**src/rtl/note_envelope.sv**
```systemverilog
// Paces the sine stage one sample per codec request and scales each returned
// sample by an attack/sustain/release envelope before handing it to the codec.
module note_envelope #(
    parameter int ENV_WIDTH    = 8,
    parameter int ATTACK_STEP  = 16,
    parameter int RELEASE_STEP = 4
) (
    input  logic                 clk,
    input  logic                 reset,
    input  logic                 note_on,
    input  logic                 note_off,
    input  logic                 new_sample_request,
    input  logic                 sample_ready,
    input  logic [15:0]          sample,
    output logic                 generate_next,
    output logic [15:0]          out_sample,
    output logic                 out_valid,
    output logic [ENV_WIDTH-1:0] env_level,
    output logic [1:0]           state,
    output logic                 overrun
);

    typedef enum logic [1:0] {
        S_IDLE    = 2'd0,
        S_ATTACK  = 2'd1,
        S_SUSTAIN = 2'd2,
        S_RELEASE = 2'd3
    } state_t;

    localparam int PW = 17 + ENV_WIDTH;
    localparam logic [ENV_WIDTH:0] FULL = {1'b0, {ENV_WIDTH{1'b1}}};
    localparam logic [ENV_WIDTH:0] ATK  = (ENV_WIDTH+1)'(ATTACK_STEP);
    localparam logic [ENV_WIDTH:0] REL  = (ENV_WIDTH+1)'(RELEASE_STEP);

    state_t                 state_q, state_d;
    logic [ENV_WIDTH-1:0]   env_q, env_d;
    logic                   pending_q;
    logic                   generate_next_q;
    logic [15:0]            out_sample_q;
    logic                   out_valid_q;
    logic                   overrun_q;

    logic                   capture;
    logic [ENV_WIDTH:0]     atk_sum;
    logic signed [PW-1:0]   smp_ext, env_ext, prod;
    logic [15:0]            scaled;

    assign capture = sample_ready && pending_q;

    // env is zero-extended so the multiply stays signed without flipping its sign
    assign smp_ext = PW'($signed(sample));
    assign env_ext = PW'({1'b0, env_q});
    assign prod    = smp_ext * env_ext;
    assign scaled  = 16'(prod >>> ENV_WIDTH);

    assign atk_sum = {1'b0, env_q} + ATK;

    always_comb begin
        env_d   = env_q;
        state_d = state_q;
        if (capture) begin
            case (state_q)
                S_ATTACK: begin
                    if (atk_sum >= FULL) begin
                        env_d   = FULL[ENV_WIDTH-1:0];
                        state_d = S_SUSTAIN;
                    end else begin
                        env_d = atk_sum[ENV_WIDTH-1:0];
                    end
                end
                S_RELEASE: begin
                    if ({1'b0, env_q} <= REL) begin
                        env_d   = '0;
                        state_d = S_IDLE;
                    end else begin
                        env_d = env_q - REL[ENV_WIDTH-1:0];
                    end
                end
                default: ;
            endcase
        end
        // Note control overrides any envelope-driven state change; env keeps its update.
        if (note_off && (state_q == S_ATTACK || state_q == S_SUSTAIN))
            state_d = S_RELEASE;
        else if (note_on && !note_off && (state_q == S_IDLE || state_q == S_RELEASE))
            state_d = S_ATTACK;
    end

    always_ff @(posedge clk or negedge reset) begin
        if (!reset) begin
            state_q         <= S_IDLE;
            env_q           <= '0;
            pending_q       <= 1'b0;
            generate_next_q <= 1'b0;
            out_sample_q    <= '0;
            out_valid_q     <= 1'b0;
            overrun_q       <= 1'b0;
        end else begin
            generate_next_q <= 1'b0;
            out_valid_q     <= 1'b0;
            state_q         <= state_d;
            env_q           <= env_d;
            if (new_sample_request) begin
                if (!pending_q) begin
                    generate_next_q <= 1'b1;
                    pending_q       <= 1'b1;
                end else begin
                    overrun_q <= 1'b1;
                end
            end
            if (capture) begin
                out_sample_q <= scaled;
                out_valid_q  <= 1'b1;
                pending_q    <= 1'b0;
            end
        end
    end

    assign generate_next = generate_next_q;
    assign out_sample    = out_sample_q;
    assign out_valid     = out_valid_q;
    assign env_level     = env_q;
    assign state         = state_q;
    assign overrun       = overrun_q;

endmodule

```
**config.mk**
```make
export PLATFORM = sky130hd
export DESIGN_NAME = note_envelope
export DESIGN_NICKNAME = d
export VERILOG_FILES = /design/src/rtl/note_envelope.sv
export SDC_FILE = /design/constraint.sdc
export NUM_CORES = 1
export LEC_CHECK = 0
export ABC_AREA = 1
export BUFFER_PORTS_ARGS = -buffer_cell sky130_fd_sc_hd__buf_2
export CAP_MARGIN = 40
export CORE_ASPECT_RATIO = 1.4
export CORE_MARGIN = 8
export CORE_UTILIZATION = 35
export CTS_CLUSTER_SIZE = 10
export DETAILED_ROUTE_END_ITERATION = 12
export PLACE_DENSITY = 0.65
export SYNTH_ARGS = -nofsm -noshare
export SYNTH_HDL_FRONTEND = slang
export SYNTH_SLANG_ARGS = --single-unit
```
**constraint.sdc**
```tcl
create_clock -name clk -period 4.5 [get_ports clk]
set_input_delay 0.45 -clock clk [delete_from_list [all_inputs] [get_ports clk]]
set_output_delay 0.45 -clock clk [all_outputs]
set_load 0.02 [all_outputs]
```
## After elaboration in Yosys (flattened, before gate mapping)

Index checks and enable logic that the tools add are counted.

| word-level totals | value |
|---|---|
| word-level logic and storage cells | 46 |
| memories | 0 |
| memory bits (read-only) | 0 |
| memory bits (writable) | 0 |
| bits in latches | 0 |
| register bits after elaboration | 30 |

| cells by class | value |
|---|---|
| order comparisons | 2 |
| reduce and logical (&&, ||, !) cells | 15 |
| div/mod/pow operators | 0 |
| multipliers | 1 |
| add/sub/neg operators | 2 |
| eq/ne operators | 5 |
| bitwise logic cells | 0 |
| shift-type cells | 0 |
| muxes and demuxes | 14 |

Operators by type and width:

| operator | count |
|---|---|
| $mul A16 B9 Y24 | 1 |
| $mux W8 | 2 |
| $pmux W8 S2 | 1 |
| $mux W2 | 5 |
| $add A8 B5 Y9 const B | 1 |
| $ge A9 B8 Y1 const B | 1 |
| $le A8 B3 Y1 const B | 1 |
| $sub A8 B3 Y8 const B | 1 |
| $mux W1 | 5 |
| $eq A2 B2 Y1 const B | 2 |
| $logic_and A1 B1 Y1 | 4 |
| $ne A4 B2 Y1 const B | 1 |
| $ne A4 B3 Y1 const B | 1 |
| $pmux W2 S2 | 1 |
| $reduce_and A2 Y1 | 2 |
| $reduce_and A4 Y1 | 1 |
| $reduce_bool A2 Y1 | 2 |
| $reduce_bool A4 Y1 | 1 |
| $reduce_bool A3 Y1 | 1 |
| $eq A2 B1 Y1 const B | 1 |
| $logic_not A2 Y1 | 1 |
| $logic_or A1 B1 Y1 | 2 |
| $logic_not A1 Y1 | 1 |

## Depth between registers and ports, before layout

| depth | value |
|---|---|
| word-level depth | 7 |
| gate-level depth with buffers | 23 |

## Worst setup path before layout

OpenSTA, ideal clock, no wires.

| timing path | value |
|---|---|
| path type | reg2reg |
| start | register env_q[5] (netlist: env_level[5]) |
| end | register out_sample_q[9] (netlist: out_sample[9]) |
| arrival time | 4.585 ns |
| path slack | -0.202 ns |
| period minus slack after synthesis | 4.702 ns |
| setup time | 0.117 ns |
| stages on the path, launching flop included | 20 |
| path through | dfrtp_1 -> clkbuf_1 -> buf_1 -> nand2_1 -> fa_1 -> inv_1 -> fa_1 -> fa_1 -> inv_1 -> fa_1 -> inv_1 -> ha_1 -> a21oi_1 -> a21boi_1 -> nor2_1 -> nor2_1 -> nand2_1 -> or2_1 -> nand3_1 -> nand2_1 |

| between the ends | value |
|---|---|
| cells in the longest elaborated chain, start to end | 1 |

Ends and longest elaborated chain:

| what | RTL line | source |
|---|---|---|
| from (decl) | 36 | `logic [ENV_WIDTH-1:0] env_q, env_d;` |
| from (signal assigned) | 102 | `env_q <= env_d;` |
| $mul A16 B9 Y24 | 53 | `assign prod = smp_ext * env_ext;` |
| to (signal assigned) | 112 | `out_sample_q <= scaled;` |
| to (decl) | 39 | `logic [15:0] out_sample_q;` |

No other way between the ends.
A chain may end at the register's enable or synchronous reset.

## Final worst setup path

| timing path | value |
|---|---|
| start | register env_q[5] (netlist: env_level[5]) |
| end | register out_sample_q[10] (netlist: out_sample[10]) |

The elaborated chain is that of the path after synthesis.

==> results_dict.tcl <==
set metrics [dict create \
    slowest_delay_ns 0.55 \
    synth_edf_count 0 \
    synthFlopType "dfrtp_1" \
    synth.area.top_cells "fa_1 32%, inv_1 15%, nand2_1 13%" \
    antenna_found_initial 0 \
    setup_violations 0 \
    grt_use_total 0.157 \
    syn_nets 988 \
    cp.arrival_ns 4.53 \
    cap_violations 0 \
    htree_levels 2 \
    num_rows 57 \
    cts_buffers 5 \
    dieHeight_um 171 \
    first_pass_iters 7 \
    drc 0 \
    mappedNetlistArea_um2 6040 \
    vias 5368 \
    clock_latency_ns 0.28 \
    synth_common_cells "242 x inv_1, 207 x nand2_1, 97 x fa_1, 51 x ha_1, 37 x nor2_1" \
    hold_viol_final 0 \
    port_buffers 50 \
    cp-end-kind "flip-flop" \
    timing.fmax_ghz 0.229 \
    setup_tns_ns 0 \
    ys_types 36 \
    wl_per_cell_um 14.6 \
    first_iter_violations 254 \
    yosysWarnings 0 \
    cts_tree "yes" \
    register_area_um2 733 \
    ys_ff_latch 29 \
    die_w_um 127 \
    finClkSkew_ns 0.00559 \
    grt_pass1_wl_mm 27.1 \
    reg2reg_slack_ns 0.14 \
    vias_per_cell 4.75 \
    crit_path_top_delay_cell "fa_1" \
    ys_seq_area_frac 0.120 \
    initial_core_util 0.353 \
    synthCells 818 \
    nNetsFinal 1092 \
    rr_worst_depth 19 \
    hpwl_mm 13.7 \
    status "completed" \
    antenna_cells 0 \
    startpoint_type "flip-flop" \
    r2r-start "env_level[5]" \
    ant_nets 0 \
    rsz0062_at_grt "yes" \
    cts_root_buf "clkbuf_16" \
    place.gp.congestion 0.939 \
    worstMarginPinSlew_ns 0.721 \
    overflow 0 \
    cts.path.max_buffers 2 \
    final_max_slew_viol_count 0 \
    syn_area_per_cell_um2 7.38 \
    grt_pass1_vias 5742 \
    fill_cells 1717 \
    timing.final.crit_share 0.969 \
    yosys.area.top_type "fa_1" \
    hold_path_class "input port to async pin" \
    relSlewSlack 0.514 \
    period_needed_ns 4.36 \
    multi_input_area_um2 4550 \
    wirelength_mm 16.5 \
    area_growth_pct 23.2 \
    path_clk_slew_ns 0.06 \
    critPathMaxFanout 7 \
    yosys.area.top_type_share 0.322 \
    path_cells "buf_4, nand2_1, fa_1, inv_1, fa_1, fa_1, inv_1, fa_1, inv_1, ha_4, inv_1, o21bai_4, a31oi_4, buf_4, o21a_1, nand2_1, nand2_1, nand3_1, nand2_1" \
    reg2reg_to "out_sample[10]" \
    synth-async-reset-ratio 1.00 \
    cp.required_ns 4.67 \
    synthMostInstantiatedCell "inv_1" \
    die_area_um2 21800 \
    cts.sinks 29 \
    drive_above_1_share 0.198 \
    grt_max_degree 30 \
    utilization 0.435 \
    hold_buffers 0 \
    crit_type "flip-flop to flip-flop" \
    io_pins 51 \
    core_area_um2 17100 \
]
## worst max-delay path, delay by kind of cell (launching register included)
kind,cells,cell delay (ns)
flip-flops,1,0.50
adder cells (fa/ha/maj),5,2.38
AO/OA/AOI/OAI,3,0.49
AND/OR/NAND/NOR,5,0.30
buffers and inverters,6,0.56
## final cells by class
| class | instances | area share |
|---|---|---|
| Inverter | 243 | 0.123 |
| Tap cell | 206 | 0.0346 |
| Timing Repair Buffer | 116 | 0.108 |
| Clock buffer | 5 | 0.0168 |
| Multi-Input combinational cell | 527 | 0.611 |
| Sequential cell | 29 | 0.0986 |
| Clock inverter | 3 | 0.00875 |
## through the flow
step / area (um2) / setup slack, ns / hold slack [ns] / instances
final: 7440 / 0.141 / 0.224 / 1129
after global routing: 7440 / -0.0440 / 0.282 / 1129
after floorplan: 6040 / 0.00646 / 0.154 / 818
after CTS: 7140 / 0.0106 / 0.242 / 1119
after detailed placement: 6930 / -0.162 / 0.444 / 1111
after global placement: 6930 / -0.145 / 0.436 / 1111
## flip-flops by register name, indices dropped and copies added, names as in the netlist
| name | cells |
|---|---|
| state | 2 |
| env_level | 7 |
| pending_q | 1 |
| generate_next | 1 |
| out_sample | 16 |
| overrun | 1 |
| out_valid | 1 |
## per-layer routing
metal,up-vias,track usage,wire length (um)
li1,2597,-,-
met1,2612,0.149,5600
met2,111,0.325,9720
met3,48,0.0140,347
met4,0,0.0732,816
met5,-,0,0
## kinds of logic (layout without fill, tap and decap cells)
family | Yosys count | after routing | synth area share
compound gates | 63 | 63 | 0.0615
xor+xnor | 14 | 14 | 0.0203
fa+ha+maj | 148 | 148 | 0.427
buf+inv | 262 | 367 | 0.165
flops | 29 | 29 | 0.120
simple gates | 302 | 302 | 0.205
## cell usage in the layout, fill, tap and decap left out, drive strengths merged, types with 5 or more instances in the layout
cell / instances
xor2: 6
xnor2: 8
nand4: 7
nand3: 35
o21ai: 23
nand2: 215
a21oi: 18
dfrtp: 29
nor2: 38
clkbuf: 5
buf: 116
inv: 243
a31oi: 6
fa: 97
ha: 51
## repair_timing
item	CTS	global route
endpoints found under the hold margin	0	0
gates resized for setup	5	53
pin swaps	1	15
gates cloned	0	0
setup endpoints to repair	4	15
setup buffers	0	10
## worst max path at each step
stage / from / to / cells after the start
4_1_cts: env_level[3] / out_sample[5] / 20
2_1_floorplan: env_level[2] / out_sample[9] / 19
3_5_place_dp: sample[15] / out_sample[13] / 19
5_1_grt: env_level[5] / out_sample[14] / 17
3_3_place_gp: sample[15] / out_sample[13] / 19
6_report: env_level[5] / out_sample[10] / 19
Power is not shown: default switching activity piles up to over one toggle a cycle in this logic, so the estimate is an artifact.
